$ cat src/rtl/decode_stage.sv
// decode_stage: single-entry pipelined decoder for 9-bit instruction words.
// An accepted non-prefix word appears decoded on the outputs one cycle later
// and is held there until the consumer takes it (valid/ready on both sides).
// Build option DECODE_STAGE_EXT_EN: when defined, 11001xxxx words act as
// immediate-extension prefixes that accumulate into an internal register and
// widen the immediate of the next jump or ldi/sti word. When undefined there
// is no prefix state, 11001xxxx decodes as an all-zero word, and
// ext_used/ext_err stay 0.
module decode_stage #(
    parameter int REG_W    = 4,
    parameter int IMM_W    = 8,
    parameter int LDI_BASE = 64
) (
    input  logic             clk,
    input  logic             rst_n,
    input  logic             in_valid,
    output logic             in_ready,
    input  logic [8:0]       instr,
    input  logic             flush,
    output logic             out_valid,
    input  logic             out_ready,
    output logic [REG_W-1:0] reg0,
    output logic [REG_W-1:0] reg1,
    output logic [IMM_W-1:0] imm,
    output logic             use_imm,
    output logic             use_other_reg_bus,
    output logic             ext_used,
    output logic             ext_err
);

    localparam logic [IMM_W-1:0] LDI_BASE_W = IMM_W'(LDI_BASE);

    logic             accept_s;
    logic             ext_pend_s;
    logic [IMM_W-1:0] ext_val_s;

    // Combinational decode of the presented word
    logic [REG_W-1:0] dec_reg0_s;
    logic [REG_W-1:0] dec_reg1_s;
    logic [IMM_W-1:0] dec_imm_s;
    logic             dec_use_imm_s;
    logic             dec_other_s;
    logic             dec_ext_used_s;
    logic             dec_prefix_s;
    logic             dec_err_s;

    // Output register
    logic             out_valid_q, out_valid_d;
    logic [REG_W-1:0] reg0_q, reg0_d;
    logic [REG_W-1:0] reg1_q, reg1_d;
    logic [IMM_W-1:0] imm_q, imm_d;
    logic             use_imm_q, use_imm_d;
    logic             other_q, other_d;
    logic             ext_used_q, ext_used_d;
    logic             ext_err_q, ext_err_d;

    assign in_ready = !out_valid_q || out_ready;
    assign accept_s = in_valid && in_ready;

`ifdef DECODE_STAGE_EXT_EN
    typedef enum logic [0:0] {
        IDLE     = 1'b0,
        EXT_PEND = 1'b1
    } state_e;

    state_e           state_q, state_d;
    logic [IMM_W-1:0] ext_q, ext_d;

    assign ext_pend_s = (state_q == EXT_PEND);
    assign ext_val_s  = ext_q;

    // Prefix FSM next state: flush clears, prefixes accumulate, anything else ends the chain
    always_comb begin
        state_d = state_q;
        ext_d   = ext_q;
        if (flush) begin
            state_d = IDLE;
            ext_d   = '0;
        end else if (accept_s) begin
            if (dec_prefix_s) begin
                state_d = EXT_PEND;
                ext_d   = ext_pend_s ? ((ext_q << 3'd4) | IMM_W'(instr[3:0]))
                                     : IMM_W'(instr[3:0]);
            end else begin
                state_d = IDLE;
                ext_d   = '0;
            end
        end else begin
            state_d = state_q;
            ext_d   = ext_q;
        end
    end

    // Prefix FSM state and accumulated extension bits
    always_ff @(posedge clk or negedge rst_n) begin
        if (!rst_n) begin
            state_q <= IDLE;
            ext_q   <= '0;
        end else begin
            state_q <= state_d;
            ext_q   <= ext_d;
        end
    end
`else
    assign ext_pend_s = 1'b0;
    assign ext_val_s  = '0;
`endif

    // Instruction decode; a pending prefix widens jump/ldi immediates and flags anything else
    always_comb begin
        dec_reg0_s     = '0;
        dec_reg1_s     = '0;
        dec_imm_s      = '0;
        dec_use_imm_s  = 1'b0;
        dec_other_s    = 1'b0;
        dec_ext_used_s = 1'b0;
        dec_prefix_s   = 1'b0;
        dec_err_s      = ext_pend_s;
        casez (instr)
            9'b00???????: begin
                dec_reg0_s = REG_W'(instr[5:3]);
                dec_reg1_s = REG_W'(instr[2:0]);
            end
            9'b01???????: begin
                dec_reg0_s = REG_W'(instr[3:2]);
                dec_reg1_s = REG_W'(instr[1:0]);
            end
            9'b100??????: begin
                dec_imm_s      = ext_pend_s ? ((ext_val_s << 3'd4) | IMM_W'(instr[3:0]))
                                            : IMM_W'(instr[3:0]);
                dec_use_imm_s  = 1'b1;
                dec_ext_used_s = ext_pend_s;
                dec_err_s      = 1'b0;
            end
            9'b101010???: begin
                dec_reg1_s = REG_W'(instr[2:0]);
            end
            9'b10100????, 9'b101011???, 9'b10110????: begin
                dec_reg0_s = REG_W'(instr[2:0]);
            end
            9'b101110???: begin
                dec_reg1_s  = REG_W'(instr[2:0]);
                dec_other_s = 1'b1;
            end
            9'b101111???: begin
                dec_reg0_s  = REG_W'(instr[2:0]);
                dec_other_s = 1'b1;
            end
            9'b11000????: begin
                dec_imm_s      = LDI_BASE_W + (ext_pend_s ? ((ext_val_s << 2'd3) | IMM_W'(instr[2:0]))
                                                          : IMM_W'(instr[2:0]));
                dec_use_imm_s  = 1'b1;
                dec_ext_used_s = ext_pend_s;
                dec_err_s      = 1'b0;
            end
            9'b11001????: begin
`ifdef DECODE_STAGE_EXT_EN
                dec_prefix_s = 1'b1;
                dec_err_s    = 1'b0;
`else
                dec_prefix_s = 1'b0;
`endif
            end
            default: begin
                dec_prefix_s = 1'b0;
            end
        endcase
    end

    // Output register next state: flush drops, non-prefix accept loads, consumer drains
    always_comb begin
        out_valid_d = out_valid_q;
        reg0_d      = reg0_q;
        reg1_d      = reg1_q;
        imm_d       = imm_q;
        use_imm_d   = use_imm_q;
        other_d     = other_q;
        ext_used_d  = ext_used_q;
        ext_err_d   = 1'b0;
        if (flush) begin
            out_valid_d = 1'b0;
        end else if (accept_s && !dec_prefix_s) begin
            out_valid_d = 1'b1;
            reg0_d      = dec_reg0_s;
            reg1_d      = dec_reg1_s;
            imm_d       = dec_imm_s;
            use_imm_d   = dec_use_imm_s;
            other_d     = dec_other_s;
            ext_used_d  = dec_ext_used_s;
            ext_err_d   = dec_err_s;
        end else if (out_ready) begin
            out_valid_d = 1'b0;
        end else begin
            out_valid_d = out_valid_q;
        end
    end

    // Output register flops
    always_ff @(posedge clk or negedge rst_n) begin
        if (!rst_n) begin
            out_valid_q <= 1'b0;
            reg0_q      <= '0;
            reg1_q      <= '0;
            imm_q       <= '0;
            use_imm_q   <= 1'b0;
            other_q     <= 1'b0;
            ext_used_q  <= 1'b0;
            ext_err_q   <= 1'b0;
        end else begin
            out_valid_q <= out_valid_d;
            reg0_q      <= reg0_d;
            reg1_q      <= reg1_d;
            imm_q       <= imm_d;
            use_imm_q   <= use_imm_d;
            other_q     <= other_d;
            ext_used_q  <= ext_used_d;
            ext_err_q   <= ext_err_d;
        end
    end

    assign out_valid         = out_valid_q;
    assign reg0              = reg0_q;
    assign reg1              = reg1_q;
    assign imm               = imm_q;
    assign use_imm           = use_imm_q;
    assign use_other_reg_bus = other_q;
    assign ext_used          = ext_used_q;
    assign ext_err           = ext_err_q;

endmodule

$ cat config.mk
export PLATFORM = sky130hd
export DESIGN_NAME = decode_stage
export DESIGN_NICKNAME = d
export VERILOG_FILES = /design/src/rtl/decode_stage.sv
export SDC_FILE = /design/constraint.sdc
export NUM_CORES = 1
export LEC_CHECK = 0
export ABC_CLOCK_PERIOD_IN_PS = 2100
export BUFFER_PORTS_ARGS = -buffer_cell sky130_fd_sc_hd__buf_2
export CAP_MARGIN = 0
export CORE_ASPECT_RATIO = 0.9
export CORE_MARGIN = 5
export CORE_UTILIZATION = 41
export CTS_CLUSTER_SIZE = 25
export DETAILED_ROUTE_END_ITERATION = 6
export PLACE_DENSITY = 0.71
export SYNTH_ARGS = -nofsm -noshare
export SYNTH_HDL_FRONTEND = slang
export SYNTH_SLANG_ARGS = --single-unit
$ cat constraint.sdc
create_clock -name clk -period 2.1 [get_ports clk]
set_input_delay 0.21 -clock clk [delete_from_list [all_inputs] [get_ports clk]]
set_output_delay 0.21 -clock clk [all_outputs]
set_load 0.01 [all_outputs]
==> results of run 1 <==
[power by group]
part | internal (mW) | switching, mW
logic | 0.0519 | 0.0771
clock network | 0.105 | 0.0837
registers | 0.293 | 0.0109
total | 0.450 | 0.172
[layout make-up]
cell class              count  area share
repair buffers             29       0.161
flip-flops and latches     14       0.376
clock buffers               4      0.0390
inverters                   4      0.0161
multi-input cells          58       0.375
well taps                  24      0.0323
[worst max-delay path, cell delays in order, from the launching register on]
cell	delay, ns
dfrtp_1	0.38
nor2b_4	0.13
inv_2	0.05
nand3b_2	0.34
nor4_1	0.39
a22o_1	0.18
[registers in the layout, summed over array words and instances, names as in the netlist]
signal and cells:
out_valid 1, use_imm 1, reg0 3, reg1 3, use_other_reg_bus 1, imm 5
[layer usage]
metal / global-route usage / wire length, um / vias to the layer above / part of all wire
met5: 0 / 0 / - / 0
met4: 0.0607 / 13 / 0 / 0.0080
met3: 0.0504 / 136 / 2 / 0.083
met2: 0.209 / 755 / 23 / 0.46
met1: 0.153 / 729 / 303 / 0.45
li1: - / - / 326 / -
[worst paths after layout]
kind / slack, ns / to / cells after the start
min in group asynchronous: 0.35 / imm[0] / 2
max in group asynchronous: 1.51 / reg1[2] / 2
min: 0.1 / out_valid / 2
max reg2reg: 0.57 / imm[6] / 5
max: 0.57 / imm[6] / 5
min reg2reg: 0.48 / reg1[2] / 2
[metrics by stage]
step                instances  worst slack [ns]  utilization
floorplan                  86             0.862            -
global placement          128             0.704        0.510
detailed placement        128             0.592        0.510
CTS                       133             0.551        0.537
global route              133             0.409        0.537
finish                    133             0.570        0.537
[kinds of logic after synthesis]
kind of cell | synth area share
compound gates | 0.187
buf+inv | 0.119
flops | 0.456
mux | 0.0277
other cells | 0.00488
simple gates | 0.205
[synth_stat cells, drive strengths merged]
library cell	count	area [sq um]
a32oi	1	8.76
inv	4	15.0
a21oi	3	15.0
nand2b	2	12.5
conb	1	3.75
a22o	1	8.76
mux2i	1	10.0
nor2	8	30.0
nand2	12	45.0
nand3b	2	18.8
o21ai	8	43.8
o31ai	1	7.51
nand3	1	10.0
buf	10	76.3
o41ai	2	32.5
nor2b	2	20.0
a32o	1	10.0
nor3b	1	7.51
dfrtp	14	350
o22a	1	8.76
a221oi	1	8.76
mux2	1	11.3
and2b	1	7.51
nor4	1	6.26
[cell usage in the layout (no fill, tap or decap), drive strengths merged]
cell type,Yosys,layout
clkbuf,0,4
buf,10,28
o41ai,2,2
conb,1,7
o22a,1,1
mux2i,1,1
dlygate4sd3,0,1
nor2b,2,2
a21oi,3,3
o31ai,1,1
nor2,8,8
a32oi,1,1
inv,4,4
nand2b,2,2
dfrtp,14,14
mux2,1,1
a32o,1,1
a22o,1,1
nor4,1,1
nand3,1,1
nand3b,2,2
o21ai,8,8
nor3b,1,1
and2b,1,1
nand2,12,12
a221oi,1,1
==> flow_summary.toml, run 1 <==
[critical_path]
cp-end-kind = "flip-flop"
worst-setup-path-type = "reg -> reg"
reg2reg_from = "out_valid"
start_kind = "flip-flop"
worst_ep_required_time_ns = 2.32
cp-startpoint = "out_valid"
crit_fanout = 21
cp.arrival_ns = 1.75

[floorplanning]
core-area_sq_um = 1730
initial_core_util = 0.443
dieArea_sq_um = 2840
pin_count = 36
num_rows = 14
die_x_um = 55.6
die-height_um = 51.1

[clocking]
clk_latency_ns = 0.27
clock_path_buffers = 2
cts_buffers = 3
post_cts_buffers = 0
post_cts_resize_count = 0
hold_buffers = 1
clockRootBuffer = "clkbuf_4"
cts.sinks = 14
cts_tree = "built"
cts_max_level = 1
path_clk_slew_ns = 0.08

[worst_hold_path]
hp-class = "in -> reg"
worstHoldStart = "flush"

[place]
gp_congestion = 0.783
port_buffers = 28
hpwl_mm = 1.29
dpl_cell_area_sq_um = 885

[global_route]
antenna_found_initial = 0
grt_start_max_net_pins = 22
grt_remaining_overflow = 0
grt_first_pass_wirelength_mm = 2.85
grt_pass1_vias = 673
grt_usage = 0.129

[sta]
skew_ns = 0.00387
rsz0062_at_grt = "no"
fin_crit_ns = 1.53
fin_tns_setup_ns = 0
fmax_mhz = 654
maxSlewViolCount = 0
hold_viol = 0
finalCritPeriodShare = 0.728
setup_viol = 0
hold_ws_ns = 0.0992

[cells_and_area]
regArea_sq_um = 350
fillers = 166
nets = 124
drive_above_1_share = 0.367
area_growth_pct = 21.2
antenna_cells = 0
multi_input_area_sq_um = 349
final_cell_area_sq_um = 931

[pwr]
power_leakage_nw = 0.489
fin_total_pwr_mw = 0.622
powerDensity_nw_per_um2 = 668
ir_drop_uv = 444

[drt]
wl_per_cell_um = 12.3
dr_total_vias = 654
drc_errors = 0
ant_nets = 0
routed_wl_mm = 1.64
first_iter_violations = 8
dr.pass1.iters = 4
viasPerCell = 4.92

[status]
status = "finished clean"

[run]
maxCapViolCount = 0

[yosys]
ys_seq_area_frac = 0.456
syn_area_per_cell_sq_um = 9.60
syn-cell-area_sq_um = 768
synth_seq_cells = 14
yosysWarnings = 0
netlist-cell-type-count = 30
syn_inst = 80
Note: power is estimated with default switching activity, not from simulation.
==> run 2: changes to the inputs <==
--- a/config.mk
+++ b/config.mk
@@ -5,7 +5,8 @@
 export SDC_FILE = /design/constraint.sdc
 export NUM_CORES = 1
 export LEC_CHECK = 0
-export ABC_CLOCK_PERIOD_IN_PS = 2100
+export ABC_AREA = 1
+export ABC_CLOCK_PERIOD_IN_PS = 1500
 export BUFFER_PORTS_ARGS = -buffer_cell sky130_fd_sc_hd__buf_2
 export CAP_MARGIN = 0
 export CORE_ASPECT_RATIO = 0.9
==> constraint.sdc (replaced) <==
create_clock -name clk -period 1.5 [get_ports clk]
set_input_delay 0.15 -clock clk [delete_from_list [all_inputs] [get_ports clk]]
set_output_delay 0.15 -clock clk [all_outputs]
set_load 0.01 [all_outputs]
==> run 2 against run 1 <==
Net effect:
- critical path type unchanged
- largest power group unchanged
- sequential cell count stayed put
- synthesized cell count is 30% higher
- cell count rose by 20%
- via count grew 6.4%
- power up 40%
- global-route usage shrank 0.080 points
==> flow_summary.toml, run 2 <==
[status]
status = "finished clean"

[yosys]
ys_top_cells_by_count = "nand2_1 (43), dfrtp_1 (14), inv_1 (9)"
yosysWarnings = 0
ys_seq_area_frac = 0.462
synth_top_cell_by_area = "dfrtp_1"
syn-cell-area_sq_um = 758
synth_flop_cell = "dfrtp_1"
syn_area_per_cell_sq_um = 7.29
synth_area_leaders = "dfrtp_1 (46%), nand2_1 (21%), buf_4 (7.9%), nand3_1 (4.6%), inv_1 (4.5%)"
syn_inst = 104
synth_top_area_frac = 0.462
ys_async_sr_fraction = 1.00
synth_edf_count = 0
synth_seq_cells = 14
synth.most_common_cell = "nand2_1"
netlist-cell-type-count = 16

[drt]
route.met2.wl_um = 712
viasPerCell = 4.38
met1_length_um = 765
ant_nets = 0
routed_wl_mm = 1.63
dr_total_vias = 696
drc_errors = 0
first_iter_violations = 19
wl_per_cell_um = 10.3
dr.pass1.iters = 4
highest_layer = "met4"
wl_met3_um = 110

[critical_path]
start_kind = "flip-flop"
worst_ep_required_time_ns = 1.72
crit_fanout = 13
cp-end-kind = "flip-flop"
cp.arrival_ns = 1.49
worst_path_max_delay_cell = "dfrtp_1"
crit_path_max_incr_delay_ns = 0.38
worstPathCellList = "nand2_1 > nand2_1 > buf_4 > nor2_1 > nand2_1 > nand2_1"
worst_path_most_repeated_cell = "nand2_1"
worst-setup-path-type = "reg -> reg"

[floorplanning]
die_x_um = 55.3
initial_core_util = 0.442
die-height_um = 50.8
dieArea_sq_um = 2810
num_rows = 14
core-area_sq_um = 1720
pin_count = 36

[sta]
setup_viol = 0
fin_tns_setup_ns = 0
fin_crit_ns = 1.26
hold_viol = 0
skew_ns = 0.00316
maxSlewViolCount = 0
fmax_mhz = 791
finalCritPeriodShare = 0.842
rsz0062_at_grt = "no"

[cells_and_area]
layout.cells.non_filler = 159
final_cell_mix = "nand2_1 (43), buf_2 (28), dfrtp_1 (14)"
drive_above_1_share = 0.274
area_growth_pct = 23.9
antenna_cells = 0
nets = 150
largest_reg_flops = 5
layout_commonest_cell = "nand2_1"

[place]
port_buffers = 28
hpwl_mm = 1.29
gp_congestion = 0.895
dp_cells = 154

[clocking]
cts_buffers = 3
clk_latency_ns = 0.28
cts.sinks = 14
path_clk_slew_ns = 0.08
post_cts_buffers = 0
clockRootBuffer = "clkbuf_4"
cts_max_level = 1
cts_tree = "built"
clock_path_buffers = 2
post_cts_resize_count = 0

[pwr]
powerDensity_nw_per_um2 = 923
power_leakage_nw = 0.583
ir_drop_uv = 382

[global_route]
grt_remaining_overflow = 0
grt_first_pass_wirelength_mm = 2.85
grt_pass1_vias = 652
grt_start_max_net_pins = 15
antenna_found_initial = 0
grt_usage = 0.128

[worst_hold_path]
hp-class = "in -> reg"

[run]
maxCapViolCount = 0
[run 2: cell types whose count changed in the layout (fill, tap and decap cells not counted), moves of 3 or more]
cell     change
o21ai_0      -6
nand4_1      +4
inv_1        +6
nand2_1     +31
o21ai_1      +3
nand3_1      +7
[run 2: where the power goes]
group          switching, mW  total, mW  internal, mW
Clock                  0.125      0.272         0.148
Sequential            0.0152      0.424         0.409
Combinational          0.107      0.172        0.0644
Total                  0.247      0.868         0.621
[run 2: what timing repair did]
action,in CTS,in global routing
hold buffers,1,0
endpoints found under the hold margin,14,0
endpoints found under the setup margin,0,0
[run 2: worst max-delay path: cells and delay by family, from the launching register on]
kind	cells	cell delay [ns]
simple gates	5	0.54
buf+inv	1	0.27
flops	1	0.38
[run 2: final timing paths]
kind	start	end	slack, ns	depth (start not counted)
worst max-delay path	out_valid	reg1[2]	0.24	6
worst min-delay path	flush	out_valid	0.03	2
worst max register to register	out_valid	reg1[2]	0.24	6
worst min register to register	imm[1]	imm[1]	0.48	2
max in group asynchronous	rst_n	reg1[0]	0.97	2
min in group asynchronous	rst_n	reg1[1]	0.29	2
[run 2: cell families (layout without fill, tap and decap cells)]
kind of cell,count (synthesis),after routing,synth area share
and+or+nand+nor,63,63,0.350
AOI/OAI and AO/OA,6,6,0.0429
DFF,14,14,0.462
other,1,7,0.00495
buffers and inverters,20,45,0.140
[run 2: area by class of cell]
class / instances / area (sq um)
multi-input cells: 76 / 324
well taps: 24 / 30.0
fillers: 179 / 777
repair buffers: 30 / 158
clock buffers: 4 / 36.3
flip-flops and latches: 14 / 350
inverters: 11 / 41.3
[run 2: stage by stage]
step / total power, mW / hold WS, ns / setup WS [ns] / util / area, sq um
final: 0.868 / 0.0309 / 0.237 / 0.547 / 940
after global routing: 0.924 / 0.0198 / 0.0830 / 0.547 / 940
after CTS: 0.874 / 0.0184 / 0.226 / 0.547 / 940
after detailed placement: 0.602 / 0.0639 / 0.254 / 0.520 / 893
after global placement: 0.600 / 0.0520 / 0.301 / 0.520 / 893
after floorplan: 0.536 / -0.146 / 0.446 / - / 781
[run 2: routing by layer]
metal,vias to the layer above,global-route usage
met4,0,0.0850
met1,299,0.160
met5,-,0
met3,4,0.0231
li1,371,-
met2,22,0.205
